File: src/rtl/pipelined_control_unit_pkg.sv
// Shared opcode/funct/ALU constants and control bundles for the MIPS pipeline control unit.
package mips_ctrl_pkg;

  localparam logic [5:0] OP_RTYPE = 6'b000000;
  localparam logic [5:0] OP_LW    = 6'b100011;
  localparam logic [5:0] OP_SW    = 6'b101011;
  localparam logic [5:0] OP_BEQ   = 6'b000100;
  localparam logic [5:0] OP_BNE   = 6'b000101;
  localparam logic [5:0] OP_ADDI  = 6'b001000;
  localparam logic [5:0] OP_ANDI  = 6'b001100;
  localparam logic [5:0] OP_ORI   = 6'b001101;
  localparam logic [5:0] OP_SLTI  = 6'b001010;
  localparam logic [5:0] OP_J     = 6'b000010;

  localparam logic [5:0] FN_ADD   = 6'b100000;
  localparam logic [5:0] FN_SUB   = 6'b100010;
  localparam logic [5:0] FN_AND   = 6'b100100;
  localparam logic [5:0] FN_OR    = 6'b100101;
  localparam logic [5:0] FN_SLT   = 6'b101010;
  localparam logic [5:0] FN_MULT  = 6'b011000;
  localparam logic [5:0] FN_MFLO  = 6'b010010;

  localparam logic [2:0] ALU_ADD  = 3'b010;
  localparam logic [2:0] ALU_SUB  = 3'b110;
  localparam logic [2:0] ALU_AND  = 3'b000;
  localparam logic [2:0] ALU_OR   = 3'b001;
  localparam logic [2:0] ALU_SLT  = 3'b111;

  typedef struct packed {
    logic       reg_write;
    logic       reg_dst;
    logic       alu_src;
    logic       mem_write;
    logic       mem_to_reg;
    logic       branch;
    logic       branch_ne;
    logic       jump;
    logic       is_mult;
    logic       md_to_reg;
    logic       invalid;
    logic [2:0] alu;
  } ctrl_t;

  // Only the bits still needed downstream travel through each stage register.
  typedef struct packed {
    logic       reg_write;
    logic       reg_dst;
    logic       alu_src;
    logic       mem_write;
    logic       mem_to_reg;
    logic       is_mult;
    logic       md_to_reg;
    logic [2:0] alu;
  } ex_ctrl_t;

  typedef struct packed {
    logic reg_write;
    logic mem_to_reg;
    logic mem_write;
  } mem_ctrl_t;

  typedef struct packed {
    logic reg_write;
    logic mem_to_reg;
  } wb_ctrl_t;

  typedef enum logic {MD_IDLE, MD_BUSY} md_state_e;

endpackage

File: src/rtl/pipelined_control_unit_if.sv
// Bus between the hazard/datapath side and the pipeline control unit.
interface pipelined_control_unit_if #(parameter int ALUCTRL_W = 3);
  logic [5:0]           opcode;
  logic [5:0]           funct;
  logic                 flush_e;
  logic                 jump_d, branch_d, branch_ne_d, invalid_d;
  logic                 reg_dst_e, alu_src_e, reg_write_e, mem_to_reg_e, md_to_reg_e;
  logic [ALUCTRL_W-1:0] alu_control_e;
  logic                 md_start_e;
  logic                 reg_write_m, mem_to_reg_m, mem_write_m;
  logic                 reg_write_w, mem_to_reg_w;
  logic                 md_busy, md_stall;

  modport master (
    output opcode, funct, flush_e,
    input  jump_d, branch_d, branch_ne_d, invalid_d,
    input  reg_dst_e, alu_src_e, reg_write_e, mem_to_reg_e, md_to_reg_e,
    input  alu_control_e, md_start_e,
    input  reg_write_m, mem_to_reg_m, mem_write_m,
    input  reg_write_w, mem_to_reg_w, md_busy, md_stall
  );

  modport slave (
    input  opcode, funct, flush_e,
    output jump_d, branch_d, branch_ne_d, invalid_d,
    output reg_dst_e, alu_src_e, reg_write_e, mem_to_reg_e, md_to_reg_e,
    output alu_control_e, md_start_e,
    output reg_write_m, mem_to_reg_m, mem_write_m,
    output reg_write_w, mem_to_reg_w, md_busy, md_stall
  );
endinterface

File: src/rtl/pipelined_control_unit_decoder.sv
// Combinational opcode/funct decoder; extended ops decode as invalid when EXT_OPS=0.
module ctrl_decoder
  import mips_ctrl_pkg::*;
#(
  parameter int EXT_OPS = 1
) (
  input  logic [5:0] opcode_i,
  input  logic [5:0] funct_i,
  output ctrl_t      ctrl_o
);

  logic ext;
  logic bad;

  assign ext = (EXT_OPS != 0);

  always_comb begin
    ctrl_o     = '0;
    ctrl_o.alu = ALU_ADD;
    bad        = 1'b0;
    case (opcode_i)
      OP_RTYPE: begin
        ctrl_o.reg_write = 1'b1;
        ctrl_o.reg_dst   = 1'b1;
        case (funct_i)
          FN_ADD:  ctrl_o.alu = ALU_ADD;
          FN_SUB:  ctrl_o.alu = ALU_SUB;
          FN_AND:  ctrl_o.alu = ALU_AND;
          FN_OR:   ctrl_o.alu = ALU_OR;
          FN_SLT:  ctrl_o.alu = ALU_SLT;
          FN_MULT: begin
            ctrl_o.reg_write = 1'b0;
            ctrl_o.reg_dst   = 1'b0;
            ctrl_o.is_mult   = ext;
            bad              = !ext;
          end
          FN_MFLO: begin
            ctrl_o.md_to_reg = ext;
            bad              = !ext;
          end
          default: bad = 1'b1;
        endcase
      end
      OP_LW: begin
        ctrl_o.reg_write  = 1'b1;
        ctrl_o.alu_src    = 1'b1;
        ctrl_o.mem_to_reg = 1'b1;
      end
      OP_SW: begin
        ctrl_o.alu_src   = 1'b1;
        ctrl_o.mem_write = 1'b1;
      end
      OP_BEQ: begin
        ctrl_o.branch = 1'b1;
        ctrl_o.alu    = ALU_SUB;
      end
      OP_ADDI: begin
        ctrl_o.reg_write = 1'b1;
        ctrl_o.alu_src   = 1'b1;
      end
      OP_J: ctrl_o.jump = 1'b1;
      OP_BNE: begin
        ctrl_o.branch_ne = 1'b1;
        ctrl_o.alu       = ALU_SUB;
        bad              = !ext;
      end
      OP_ANDI, OP_ORI, OP_SLTI: begin
        ctrl_o.reg_write = 1'b1;
        ctrl_o.alu_src   = 1'b1;
        ctrl_o.alu       = (opcode_i == OP_ANDI) ? ALU_AND :
                           (opcode_i == OP_ORI)  ? ALU_OR  : ALU_SLT;
        bad              = !ext;
      end
      default: bad = 1'b1;
    endcase
    // Unsupported encodings must not leak any partially decoded control bit.
    if (bad) begin
      ctrl_o         = '0;
      ctrl_o.alu     = ALU_ADD;
      ctrl_o.invalid = 1'b1;
    end
  end

endmodule

File: src/rtl/pipelined_control_unit.sv
// Pipeline control unit: ID decode, ID/EX, EX/MEM, MEM/WB control registers and multiply sequencer.
module pipelined_control_unit
  import mips_ctrl_pkg::*;
#(
  parameter int ALUCTRL_W = 3,
  parameter int EXT_OPS   = 1,
  parameter int MUL_LAT   = 4
) (
  input  logic                    clk,
  input  logic                    rst_n,
  pipelined_control_unit_if.slave bus
);

  localparam int CNT_W = $clog2(MUL_LAT);

  ctrl_t            id_ctrl;
  ex_ctrl_t         idex_d, idex_q;
  mem_ctrl_t        exmem_q;
  wb_ctrl_t         memwb_q;
  md_state_e        state_d, state_q;
  logic [CNT_W-1:0] cnt_d, cnt_q;
  logic             md_busy, md_stall, md_start;

  ctrl_decoder #(.EXT_OPS(EXT_OPS)) u_dec (
    .opcode_i (bus.opcode),
    .funct_i  (bus.funct),
    .ctrl_o   (id_ctrl)
  );

  assign md_busy  = (state_q == MD_BUSY);
  assign md_stall = md_busy && (id_ctrl.is_mult || id_ctrl.md_to_reg);
  assign md_start = idex_q.is_mult && (state_q == MD_IDLE);

  always_comb begin
    idex_d = '0;
    if (!(bus.flush_e || md_stall)) begin
      idex_d.reg_write  = id_ctrl.reg_write;
      idex_d.reg_dst    = id_ctrl.reg_dst;
      idex_d.alu_src    = id_ctrl.alu_src;
      idex_d.mem_write  = id_ctrl.mem_write;
      idex_d.mem_to_reg = id_ctrl.mem_to_reg;
      idex_d.is_mult    = id_ctrl.is_mult;
      idex_d.md_to_reg  = id_ctrl.md_to_reg;
      idex_d.alu        = id_ctrl.alu;
    end
  end

  // The counter loads MUL_LAT-1 on start so BUSY lasts exactly MUL_LAT cycles.
  always_comb begin
    state_d = state_q;
    cnt_d   = cnt_q;
    case (state_q)
      MD_IDLE: begin
        if (md_start) begin
          state_d = MD_BUSY;
          cnt_d   = CNT_W'(MUL_LAT - 1);
        end
      end
      MD_BUSY: begin
        if (cnt_q == '0) state_d = MD_IDLE;
        else             cnt_d   = cnt_q - CNT_W'(1);
      end
      default: state_d = MD_IDLE;
    endcase
  end

  always_ff @(posedge clk or negedge rst_n) begin
    if (!rst_n) begin
      idex_q  <= '0;
      exmem_q <= '0;
      memwb_q <= '0;
      state_q <= MD_IDLE;
      cnt_q   <= '0;
    end else begin
      idex_q             <= idex_d;
      exmem_q.reg_write  <= idex_q.reg_write;
      exmem_q.mem_to_reg <= idex_q.mem_to_reg;
      exmem_q.mem_write  <= idex_q.mem_write;
      memwb_q.reg_write  <= exmem_q.reg_write;
      memwb_q.mem_to_reg <= exmem_q.mem_to_reg;
      state_q            <= state_d;
      cnt_q              <= cnt_d;
    end
  end

  assign bus.jump_d        = id_ctrl.jump;
  assign bus.branch_d      = id_ctrl.branch;
  assign bus.branch_ne_d   = id_ctrl.branch_ne;
  assign bus.invalid_d     = id_ctrl.invalid;
  assign bus.reg_dst_e     = idex_q.reg_dst;
  assign bus.alu_src_e     = idex_q.alu_src;
  assign bus.reg_write_e   = idex_q.reg_write;
  assign bus.mem_to_reg_e  = idex_q.mem_to_reg;
  assign bus.md_to_reg_e   = idex_q.md_to_reg;
  assign bus.alu_control_e = ALUCTRL_W'(idex_q.alu);
  assign bus.md_start_e    = md_start;
  assign bus.reg_write_m   = exmem_q.reg_write;
  assign bus.mem_to_reg_m  = exmem_q.mem_to_reg;
  assign bus.mem_write_m   = exmem_q.mem_write;
  assign bus.reg_write_w   = memwb_q.reg_write;
  assign bus.mem_to_reg_w  = memwb_q.mem_to_reg;
  assign bus.md_busy       = md_busy;
  assign bus.md_stall      = md_stall;

endmodule

File: src/flat_wrapper.sv
// flat-port wrapper written by rule: the top's interface ports become plain ports
module pipelined_control_unit_flat import mips_ctrl_pkg::*;
#(
  parameter int ALUCTRL_W = 3,
  parameter int EXT_OPS   = 1,
  parameter int MUL_LAT   = 4
)
  (clk, rst_n, bus_opcode, bus_funct, bus_flush_e, bus_jump_d, bus_branch_d, bus_branch_ne_d, bus_invalid_d, bus_reg_dst_e, bus_alu_src_e, bus_reg_write_e, bus_mem_to_reg_e, bus_md_to_reg_e, bus_alu_control_e, bus_md_start_e, bus_reg_write_m, bus_mem_to_reg_m, bus_mem_write_m, bus_reg_write_w, bus_mem_to_reg_w, bus_md_busy, bus_md_stall);
  pipelined_control_unit_if #(.ALUCTRL_W(ALUCTRL_W)) bus_i ();
  input  logic clk;
  input  logic rst_n;
  input wire logic [$bits(bus_i.opcode)-1:0] bus_opcode;
  input wire logic [$bits(bus_i.funct)-1:0] bus_funct;
  input wire logic [$bits(bus_i.flush_e)-1:0] bus_flush_e;
  output wire logic [$bits(bus_i.jump_d)-1:0] bus_jump_d;
  output wire logic [$bits(bus_i.branch_d)-1:0] bus_branch_d;
  output wire logic [$bits(bus_i.branch_ne_d)-1:0] bus_branch_ne_d;
  output wire logic [$bits(bus_i.invalid_d)-1:0] bus_invalid_d;
  output wire logic [$bits(bus_i.reg_dst_e)-1:0] bus_reg_dst_e;
  output wire logic [$bits(bus_i.alu_src_e)-1:0] bus_alu_src_e;
  output wire logic [$bits(bus_i.reg_write_e)-1:0] bus_reg_write_e;
  output wire logic [$bits(bus_i.mem_to_reg_e)-1:0] bus_mem_to_reg_e;
  output wire logic [$bits(bus_i.md_to_reg_e)-1:0] bus_md_to_reg_e;
  output wire logic [$bits(bus_i.alu_control_e)-1:0] bus_alu_control_e;
  output wire logic [$bits(bus_i.md_start_e)-1:0] bus_md_start_e;
  output wire logic [$bits(bus_i.reg_write_m)-1:0] bus_reg_write_m;
  output wire logic [$bits(bus_i.mem_to_reg_m)-1:0] bus_mem_to_reg_m;
  output wire logic [$bits(bus_i.mem_write_m)-1:0] bus_mem_write_m;
  output wire logic [$bits(bus_i.reg_write_w)-1:0] bus_reg_write_w;
  output wire logic [$bits(bus_i.mem_to_reg_w)-1:0] bus_mem_to_reg_w;
  output wire logic [$bits(bus_i.md_busy)-1:0] bus_md_busy;
  output wire logic [$bits(bus_i.md_stall)-1:0] bus_md_stall;
  assign bus_i.opcode = bus_opcode;
  assign bus_i.funct = bus_funct;
  assign bus_i.flush_e = bus_flush_e;
  assign bus_jump_d = bus_i.jump_d;
  assign bus_branch_d = bus_i.branch_d;
  assign bus_branch_ne_d = bus_i.branch_ne_d;
  assign bus_invalid_d = bus_i.invalid_d;
  assign bus_reg_dst_e = bus_i.reg_dst_e;
  assign bus_alu_src_e = bus_i.alu_src_e;
  assign bus_reg_write_e = bus_i.reg_write_e;
  assign bus_mem_to_reg_e = bus_i.mem_to_reg_e;
  assign bus_md_to_reg_e = bus_i.md_to_reg_e;
  assign bus_alu_control_e = bus_i.alu_control_e;
  assign bus_md_start_e = bus_i.md_start_e;
  assign bus_reg_write_m = bus_i.reg_write_m;
  assign bus_mem_to_reg_m = bus_i.mem_to_reg_m;
  assign bus_mem_write_m = bus_i.mem_write_m;
  assign bus_reg_write_w = bus_i.reg_write_w;
  assign bus_mem_to_reg_w = bus_i.mem_to_reg_w;
  assign bus_md_busy = bus_i.md_busy;
  assign bus_md_stall = bus_i.md_stall;
  pipelined_control_unit #(.ALUCTRL_W(ALUCTRL_W), .EXT_OPS(EXT_OPS), .MUL_LAT(MUL_LAT)) u_core (.clk(clk), .rst_n(rst_n), .bus(bus_i));
endmodule
File: config.mk
export PLATFORM = sky130hd
export DESIGN_NAME = pipelined_control_unit_flat
export DESIGN_NICKNAME = d
export VERILOG_FILES = /design/src/rtl/pipelined_control_unit_pkg.sv /design/src/rtl/pipelined_control_unit_if.sv /design/src/rtl/pipelined_control_unit_decoder.sv /design/src/rtl/pipelined_control_unit.sv /design/src/flat_wrapper.sv
export SDC_FILE = /design/constraint.sdc
export NUM_CORES = 1
export LEC_CHECK = 0
export ABC_AREA = 1
export BUFFER_PORTS_ARGS = -buffer_cell sky130_fd_sc_hd__buf_2
export CORE_UTILIZATION = 51
export DETAILED_ROUTE_END_ITERATION = 8
export GPL_ROUTABILITY_DRIVEN = 0
export PLACE_DENSITY_LB_ADDON = 0.05
export SYNTH_ARGS = -nofsm -noshare
export SYNTH_HDL_FRONTEND = slang
export SYNTH_SLANG_ARGS = --single-unit
File: constraint.sdc
create_clock -name clk -period 2.2 [get_ports clk]
set_clock_uncertainty 0.15 [all_clocks]
set_input_delay 0.11 -clock clk [delete_from_list [all_inputs] [get_ports clk]]
set_output_delay 0.11 -clock clk [all_outputs]
set_load 0.05 [all_outputs]
==> results of run 1 <==
==> final cells by class <==
| class | instances | area (µm²) |
|---|---|---|
| clock buffer | 4 | 36.3 |
| tap | 25 | 31.3 |
| sequential | 18 | 450 |
| multi-input combinational | 81 | 420 |
| fill | 162 | 529 |
| inverter | 23 | 86.3 |
| timing repair buffer | 38 | 210 |
==> power by group <==
group	internal [W]	total, W	switching (W)
registers	0.000335	0.000336	0.00000117
clock network	0.000101	0.000190	0.0000899
logic	0.0000291	0.0000986	0.0000695
==> cells in the mapped netlist <==
library cell  instances
inv_1                22
dfrtp_1              18
nor2_1               16
nand2_1              15
nand3_1              14
a21oi_1               7
o21ai_0               7
nand2_2               6
nor3_1                6
buf_4                 3
nor2_2                3
nand4_1               2
a31oi_1               1
ha_1                  1
inv_2                 1
nand2_4               1
nand3_2               1
nor2_8                1
==> cell families after synthesis <==
family          Yosys count
buf+inv                  26
fa+ha+maj                 1
simple gates             65
compound gates           15
flops                    18
==> what timing repair did <==
item                      in CTS  in global routing
hold buffers                   4                  0
buffers inserted               0                  0
hold endpoints to repair      27                  0
==> stage by stage <==
| step | util (%) | hold slack [ns] |
|---|---|---|
| floorplan | - | -0.336 |
| global placement | 65.7 | -0.104 |
| detailed placement | 65.7 | -0.101 |
| CTS | 70.0 | 0.00635 |
| global route | 70.0 | 0.0291 |
| finish | 70.0 | 0.0176 |
==> worst min-delay path by stage <==
| stage | to | slack [ns] | cells after the start |
|---|---|---|---|
| 3_3_place_gp | u_core.cnt_q[1] | -0.10 | 1 |
| 6_report | u_core.idex_q[6] | 0.02 | 3 |
| 3_5_place_dp | u_core.idex_q[4] | -0.10 | 1 |
| 4_1_cts | u_core.idex_q[6] | 0.006 | 3 |
| 5_1_grt | u_core.idex_q[6] | 0.03 | 3 |
| 2_1_floorplan | u_core.bus.alu_control_e[0] | -0.34 | 0 |
==> critical path: stages <==
cell and delay, ns:
dlygate4sd3_1 0.53, buf_2 0.15, nor2_2 0.09, nand2_2 0.10, nor2_8 0.17, nand2_2 0.09
nand2_2 0.09, nand2_2 0.06, nand2_4 0.10, nor3_1 0.05, dlygate4sd3_1 0.55
==> layer usage <==
metal / global-route usage, % / up-vias
li1: - / 474
met1: 23.4 / 407
met2: 30.6 / 30
met3: 2.38 / 0
met4: 8.82 / 0
met5: 0 / -
==> flow_metrics.tcl, run 1 <==
set metrics [dict create \
    die_h_um 45.7 \
    synth_mux_area_share_pct 0 \
    timing.rr.end "u_core.bus.mem_to_reg_e" \
    worstPathMaxFanout 10 \
    finalCriticalPeriod_ns 2.05 \
    irDropWorstVdd_mv 0.242 \
    grt_pass1_vias 723 \
    reg2reg_from "u_core.bus.md_busy" \
    drive_gt1_share_pct 31.7 \
    insertion_delay_ns 0.28 \
    tritoncts "done" \
    rr_worst_depth 4 \
    yosysWarningCount 0 \
    cp-endpoint "u_core.bus.mem_to_reg_e" \
    start_util_pct 55.2 \
    postSynthAreaPerCell_um2 7.80 \
    yosysTopAreaCellShare_pct 46.2 \
    final-hold-violation-count 0 \
    seq_area_frac_synth_pct 46.2 \
    mostFrequentLayoutCells "buf_2 (34), inv_1 (22), dfrtp_1 (18)" \
    wl_um 1730 \
    dp_cells 181 \
    synthesis.instances 125 \
    wl_met2_um 839 \
    dp_hpwl_um 1410 \
    drtAntennaViolNets 0 \
    layout.cells.non_filler 189 \
    synthSimpleGateAreaFrac_pct 33.5 \
    required_ns 2.22 \
    fmax_mhz 487 \
    worstPathArrival_ns 2.07 \
    rsz0062_at_grt "no" \
    grt.total_usage_pct 18.4 \
    fin_nets 181 \
    min-delay-start "bus_opcode[1]" \
    grt_max_degree 19 \
    rrSetupSlack_ns 0.70 \
    wl_met3_um 92 \
    die-area_mm2 0.00209 \
    numCtsBuffers 3 \
    clk_pin_slew_ns 0.09 \
    drv_slew 0 \
    cap_violations 0 \
    design_area_mm2 0.00123 \
    overflow 0 \
    synth_top_family_by_area "simple AND/OR/NAND/NOR gates" \
    rows 15 \
    outcome "complete, no violations" \
    drc 0 \
    pin_count 35 \
    p_total_w 0.000625 \
    area_delta_synth_final_pct 26.7 \
    core_area_mm2 0.00176 \
    synthTopCellsByArea "dfrtp_1 (46%), inv_1 (8.5%), nand3_1 (7.2%)" \
    syn_nets 141 \
    port_buffers 34 \
    slew_headroom_pct 75.2 \
    antennaDiodeCount 0 \
    synth-xor-area-share_pct 0 \
    hold_class "input port to flop" \
    leakage_nw 0.733 \
    wl_per_cell_um 9.17 \
    worst_slack_ns 0.146 \
    drt-initial-drc-count 10 \
    p_per_area_mw_per_mm2 506 \
    synthAdderAreaFrac_pct 1.28 \
    met1Wirelength_um 802 \
    tightest_slew_ns 0.372 \
    placedInstanceArea_mm2 0.00116 \
    dpl_worst_slack_ns 0.622 \
    fin_crit_sh_pct 93.4 \
    yosys.area.top_type "dfrtp_1" \
    cts.sinks 18 \
    top_layer "met3" \
    root_buffer "clkbuf_4" \
    die_x_um 45.7 \
    viasPerCell 4.82 \
    ys_ff_latch 18 \
    cts_resized 0 \
    htree_num_levels 1 \
    setup_viol 0 \
    largest_reg_flops 3 \
    netlist_area_um2 975 \
    critical_path.startpoint_type "input port" \
    dr.pass1.iters 4 \
    grt_pass1_wl_um 2770 \
    path_class "input port to flop" \
    synth_cell_types 18 \
    synth_compound_area_share_pct 7.83 \
    final_common_cell "buf_2" \
    cts_max_path_buffers 2 \
    antenna_found_initial 0 \
    vias 911 \
    crit_start "bus_opcode[3]" \
    final.setup.tns_ns 0 \
    endpoint_kind "flop" \
]
(Power assumes the default switching activity.)
==> inputs of run 2 (changes only) <==
--- a/config.mk
+++ b/config.mk
@@ -6,9 +6,9 @@
 export NUM_CORES = 1
 export LEC_CHECK = 0
 export ABC_AREA = 1
-export BUFFER_PORTS_ARGS = -buffer_cell sky130_fd_sc_hd__buf_2
-export CORE_UTILIZATION = 51
+export CORE_UTILIZATION = 64
 export DETAILED_ROUTE_END_ITERATION = 8
+export DONT_BUFFER_PORTS = 1
 export GPL_ROUTABILITY_DRIVEN = 0
 export PLACE_DENSITY_LB_ADDON = 0.05
 export SYNTH_ARGS = -nofsm -noshare
==> flow_metrics.tcl, run 2 (synthesis results as in run 1) <==
set metrics [dict create \
    required_ns 1.94 \
    cts.sinks 18 \
    outcome "complete, no violations" \
    htree_num_levels 1 \
    antenna_found_initial 0 \
    finalCriticalPeriod_ns 1.98 \
    numCtsBuffers 3 \
    reg2reg_from "u_core.bus.md_busy" \
    rsz0062_at_grt "no" \
    dr.pass1.iters 6 \
    multiInputGateArea_um2 420 \
    port_buffers 0 \
    grt.total_usage_pct 24.7 \
    largest_reg_flops 3 \
    slowest_delay_ns 0.55 \
    path_cells "dlygate4sd3_1 > inv_1 > nor2_1 > nand4_1 > nand3_1 > nor2_1 > nand3_1 > nand2_1" \
    fin_crit_sh_pct 89.8 \
    min-delay-start "bus_opcode[3]" \
    grt_pass1_wl_um 2710 \
    grt_pass1_vias 696 \
    insertion_delay_ns 0.28 \
    hold_class "input port to flop" \
    die_x_um 41.0 \
    nFillCells 89 \
    core_area_mm2 0.00137 \
    worstPathArrival_ns 1.72 \
    fmax_mhz 506 \
    drv_slew 0 \
    irDropWorstVdd_mv 0.234 \
    grt_max_degree 19 \
    cts_max_path_buffers 2 \
    pin_count 35 \
    overflow 0 \
    design_area_mm2 0.00115 \
    die-area_mm2 0.00168 \
    placedInstanceArea_mm2 0.00102 \
    antennaDiodeCount 0 \
    wl_per_cell_um 11.2 \
    drt-initial-drc-count 23 \
    drtAntennaViolNets 0 \
    slew_headroom_pct 47.3 \
    area.sequential_um2 450 \
    critical-path-slowest-cell "dlygate4sd3_1" \
    fin_util_pct 84.0 \
    viasPerCell 5.49 \
    clk_pin_slew_ns 0.09 \
    dp_hpwl_um 1330 \
    final.setup.tns_ns 0 \
    final-hold-violation-count 0 \
    setup_viol 0 \
    dpl_worst_slack_ns 0.769 \
    worst_slack_ns 0.224 \
    vias 856 \
    start_util_pct 71.3 \
    die_h_um 41.0 \
    fin_nets 158 \
    rr_worst_depth 5 \
    timing.rr.end "u_core.idex_q[4]" \
    area_delta_synth_final_pct 17.7 \
    hold_end "u_core.bus.alu_control_e[0]" \
    leakage_nw 0.622 \
    rows 13 \
    path_class "input port to output pin" \
    drive_gt1_share_pct 17.0 \
    timing.hold.ws_ns 0.0139 \
    final_common_cell "inv_1" \
    drc 0 \
    cts_resized 0 \
    tightest_slew_ns 0.787 \
    holdPathStages 4 \
    root_buffer "clkbuf_4" \
    worstPathMaxFanout 5 \
    critical_path.startpoint_type "input port" \
    endpoint_kind "output pin" \
    wl_um 1750 \
    tritoncts "done" \
    cap_violations 0 \
    p_per_area_mw_per_mm2 531 \
    rrSetupSlack_ns 0.53 \
    mostFrequentLayoutCells "inv_1 (22), dfrtp_1 (18), nor2_1 (16)" \
]
[run 2: what timing repair did]
| item | CTS | global route |
|---|---|---|
| hold buffers | 9 | 0 |
| hold endpoints to repair | 28 | 0 |
| setup buffers | 0 | 0 |
[run 2: cell type report]
cell class	count	share of cell area, %
timing repair buffer	15	11.8
inverter	23	7.52
multi-input combinational	81	36.6
sequential	18	39.3
clock buffer	4	3.16
tap	15	1.64
[run 2: stage by stage]
stage / instances / power [W]
after floorplan: 125 / 0.000404
after global placement: 143 / 0.000408
after detailed placement: 143 / 0.000409
after CTS: 156 / 0.000613
after global routing: 156 / 0.000634
final: 156 / 0.000609
[run 2: metal layers]
metal | wire length, µm | GRT usage [%] | part of all wire [%]
met5 | 0 | 0 | 0
met4 | 35 | 16.7 | 2.0
met3 | 105 | 2.72 | 6.0
met2 | 857 | 41.4 | 49
met1 | 750 | 29.2 | 43
[run 2: report_power, final]
part / total, W / internal, W / switching (W)
logic: 0.0000634 / 0.0000202 / 0.0000432
registers: 0.000353 / 0.000335 / 0.0000183
clock network: 0.000192 / 0.000101 / 0.0000915
total: 0.000609 / 0.000456 / 0.000153
[run 2: how the worst max path moves through the flow]
| stage | start | to | slack, ns |
|---|---|---|---|
| after detailed placement | bus_opcode[5] | bus_invalid_d | 0.77 |
| after floorplan | u_core.bus.md_busy | bus_md_stall | 0.33 |
| after global routing | bus_opcode[3] | bus_invalid_d | 0.09 |
| after CTS | bus_opcode[3] | bus_invalid_d | 0.23 |
| final | bus_opcode[3] | bus_invalid_d | 0.22 |
| after global placement | bus_opcode[5] | bus_invalid_d | 0.79 |
[run 2: critical path: cells and delay by family]
family	cells	cell delay (ns)
and+or+nand+nor	6	0.92
buffers and inverters	2	0.68
==> inputs of run 3 (changes only) <==
--- a/config.mk
+++ b/config.mk
@@ -6,6 +6,7 @@
 export NUM_CORES = 1
 export LEC_CHECK = 0
 export ABC_AREA = 1
+export CORE_ASPECT_RATIO = 1.1
 export CORE_UTILIZATION = 64
 export DETAILED_ROUTE_END_ITERATION = 8
 export DONT_BUFFER_PORTS = 1
==> flow_metrics.tcl, run 3 (synthesis results as in run 1) <==
set metrics [dict create \
    overflow 0 \
    irDropWorstVdd_mv 0.251 \
    critical_path.startpoint_type "input port" \
    fin_util_pct 81.0 \
    pin_count 35 \
    leakage_nw 0.615 \
    drt-initial-drc-count 17 \
    clk_pin_slew_ns 0.08 \
    dr.pass1.iters 4 \
    die-area_mm2 0.00168 \
    grt.total_usage_pct 27.5 \
    critical-path-slowest-cell "dlygate4sd3_1" \
    hold_class "input port to flop" \
    tritoncts "done" \
    largest_reg_flops 3 \
    area.sequential_um2 450 \
    endpoint_kind "output pin" \
    nFillCells 93 \
    path_class "input port to output pin" \
    dp_hpwl_um 1540 \
    path_cells "dlygate4sd3_1 > inv_1 > nor2_1 > nand4_1 > nand3_1 > nor2_1 > nand3_1 > nand2_1" \
    root_buffer "clkbuf_4" \
    mostFrequentLayoutCells "inv_1 (22), dfrtp_1 (18), nor2_1 (16)" \
    worstPathArrival_ns 1.73 \
    cts.sinks 18 \
    multiInputGateArea_um2 420 \
    drtAntennaViolNets 0 \
    rows 14 \
    use_met3_pct 4.19 \
    fmax_mhz 503 \
    cap_violations 0 \
    cts_max_path_buffers 2 \
    htree_num_levels 1 \
    grt_pass1_vias 787 \
    drive_gt1_share_pct 16.4 \
    die_h_um 42.9 \
    core_area_mm2 0.00140 \
    path_buf_inv 2 \
    insertion_delay_ns 0.29 \
    rsz0062_at_grt "no" \
    grt_max_degree 19 \
    slew_headroom_pct 48.8 \
    slowest_delay_ns 0.56 \
    vias 906 \
    tightest_slew_ns 0.765 \
    area_delta_synth_final_pct 16.4 \
    grt_pass1_wl_um 3160 \
    worstPathMaxFanout 5 \
    required_ns 1.94 \
    drc 0 \
    antennaDiodeCount 0 \
    fin_crit_sh_pct 90.4 \
    antenna_found_initial 0 \
    port_buffers 0 \
    viasPerCell 5.81 \
    p_per_area_mw_per_mm2 503 \
    die_x_um 39.2 \
    grt.met1_usage_pct 32.2 \
    cpLargestDelayFamily "simple AND/OR/NAND/NOR gates" \
    final-hold-violation-count 0 \
    numCtsBuffers 3 \
    start_util_pct 69.6 \
    setup_viol 0 \
    finalCriticalPeriod_ns 1.99 \
    final_common_cell "inv_1" \
    wl_per_cell_um 13.2 \
    outcome "complete, no violations" \
    wl_um 2060 \
    top_usage_layer "met2" \
    final.setup.tns_ns 0 \
    drv_slew 0 \
    grtUsageMet2_pct 47.3 \
    cts_resized 0 \
    fin_nets 158 \
    timing.hold.ws_ns 0.0191 \
]
-- run 3: cell types whose count changed in the layout (fill, tap and decap cells not counted) --
| cell | change |
|---|---|
| clkbuf_8 | -1 |
-- run 3: power by group --
part           internal, W  total (W)  switching, W
sequential        0.000335   0.000353     0.0000184
combinational    0.0000202  0.0000646     0.0000444
clock            0.0000637   0.000153     0.0000894
total             0.000419   0.000571      0.000152
-- run 3: worst paths after layout --
path                               startpoint                      end  depth (start not counted)  slack [ns]
max in group asynchronous               rst_n  u_core.bus.mem_to_reg_w                          1        1.24
hold reg to reg              u_core.idex_q[6]   u_core.bus.mem_write_m                          0        0.22
min in group asynchronous               rst_n       u_core.bus.md_busy                          1        0.18
setup reg to reg           u_core.bus.md_busy         u_core.idex_q[4]                          5        0.49
hold / removal                  bus_opcode[3]     u_core.bus.reg_dst_e                          5        0.02
setup / recovery                bus_opcode[3]            bus_invalid_d                          8        0.21
-- run 3: worst reg2reg max path, delay by kind of cell, from the launching register on --
| family | cells | cell delay, ns |
|---|---|---|
| flops | 1 | 0.38 |
| compound gates | 1 | 0.21 |
| simple gates | 1 | 0.09 |
| buf+inv | 3 | 0.82 |
-- run 3: layer usage --
metal  share of wire [%]  wire length (µm)
met1                  39               801
met2                  51              1050
met3                 7.1               147
met4                 3.1                64
met5                   0                 0
-- run 3: final cells by class --
| type | instances | share of cell area (%) |
|---|---|---|
| flip-flops and latches | 18 | 39.7 |
| multi-input cells | 81 | 37.0 |
| inverters | 23 | 7.61 |
| repair buffers | 15 | 11.9 |
| clock buffers | 3 | 1.98 |
| well taps | 16 | 1.76 |
-- run 3: through the flow --
step / instances / total power, W / worst slack, ns / cell area (µm²)
floorplan: 125 / 0.000404 / 0.332 / 980
global placement: 144 / 0.000408 / 0.787 / 1020
detailed placement: 144 / 0.000410 / 0.747 / 1020
CTS: 156 / 0.000570 / 0.223 / 1130
global route: 156 / 0.000592 / 0.0757 / 1130
finish: 156 / 0.000571 / 0.212 / 1130
-- run 3: what timing repair did --
action                    CTS  global route
hold buffers                9             0
buffers inserted            0             0
hold endpoints to repair   28             0
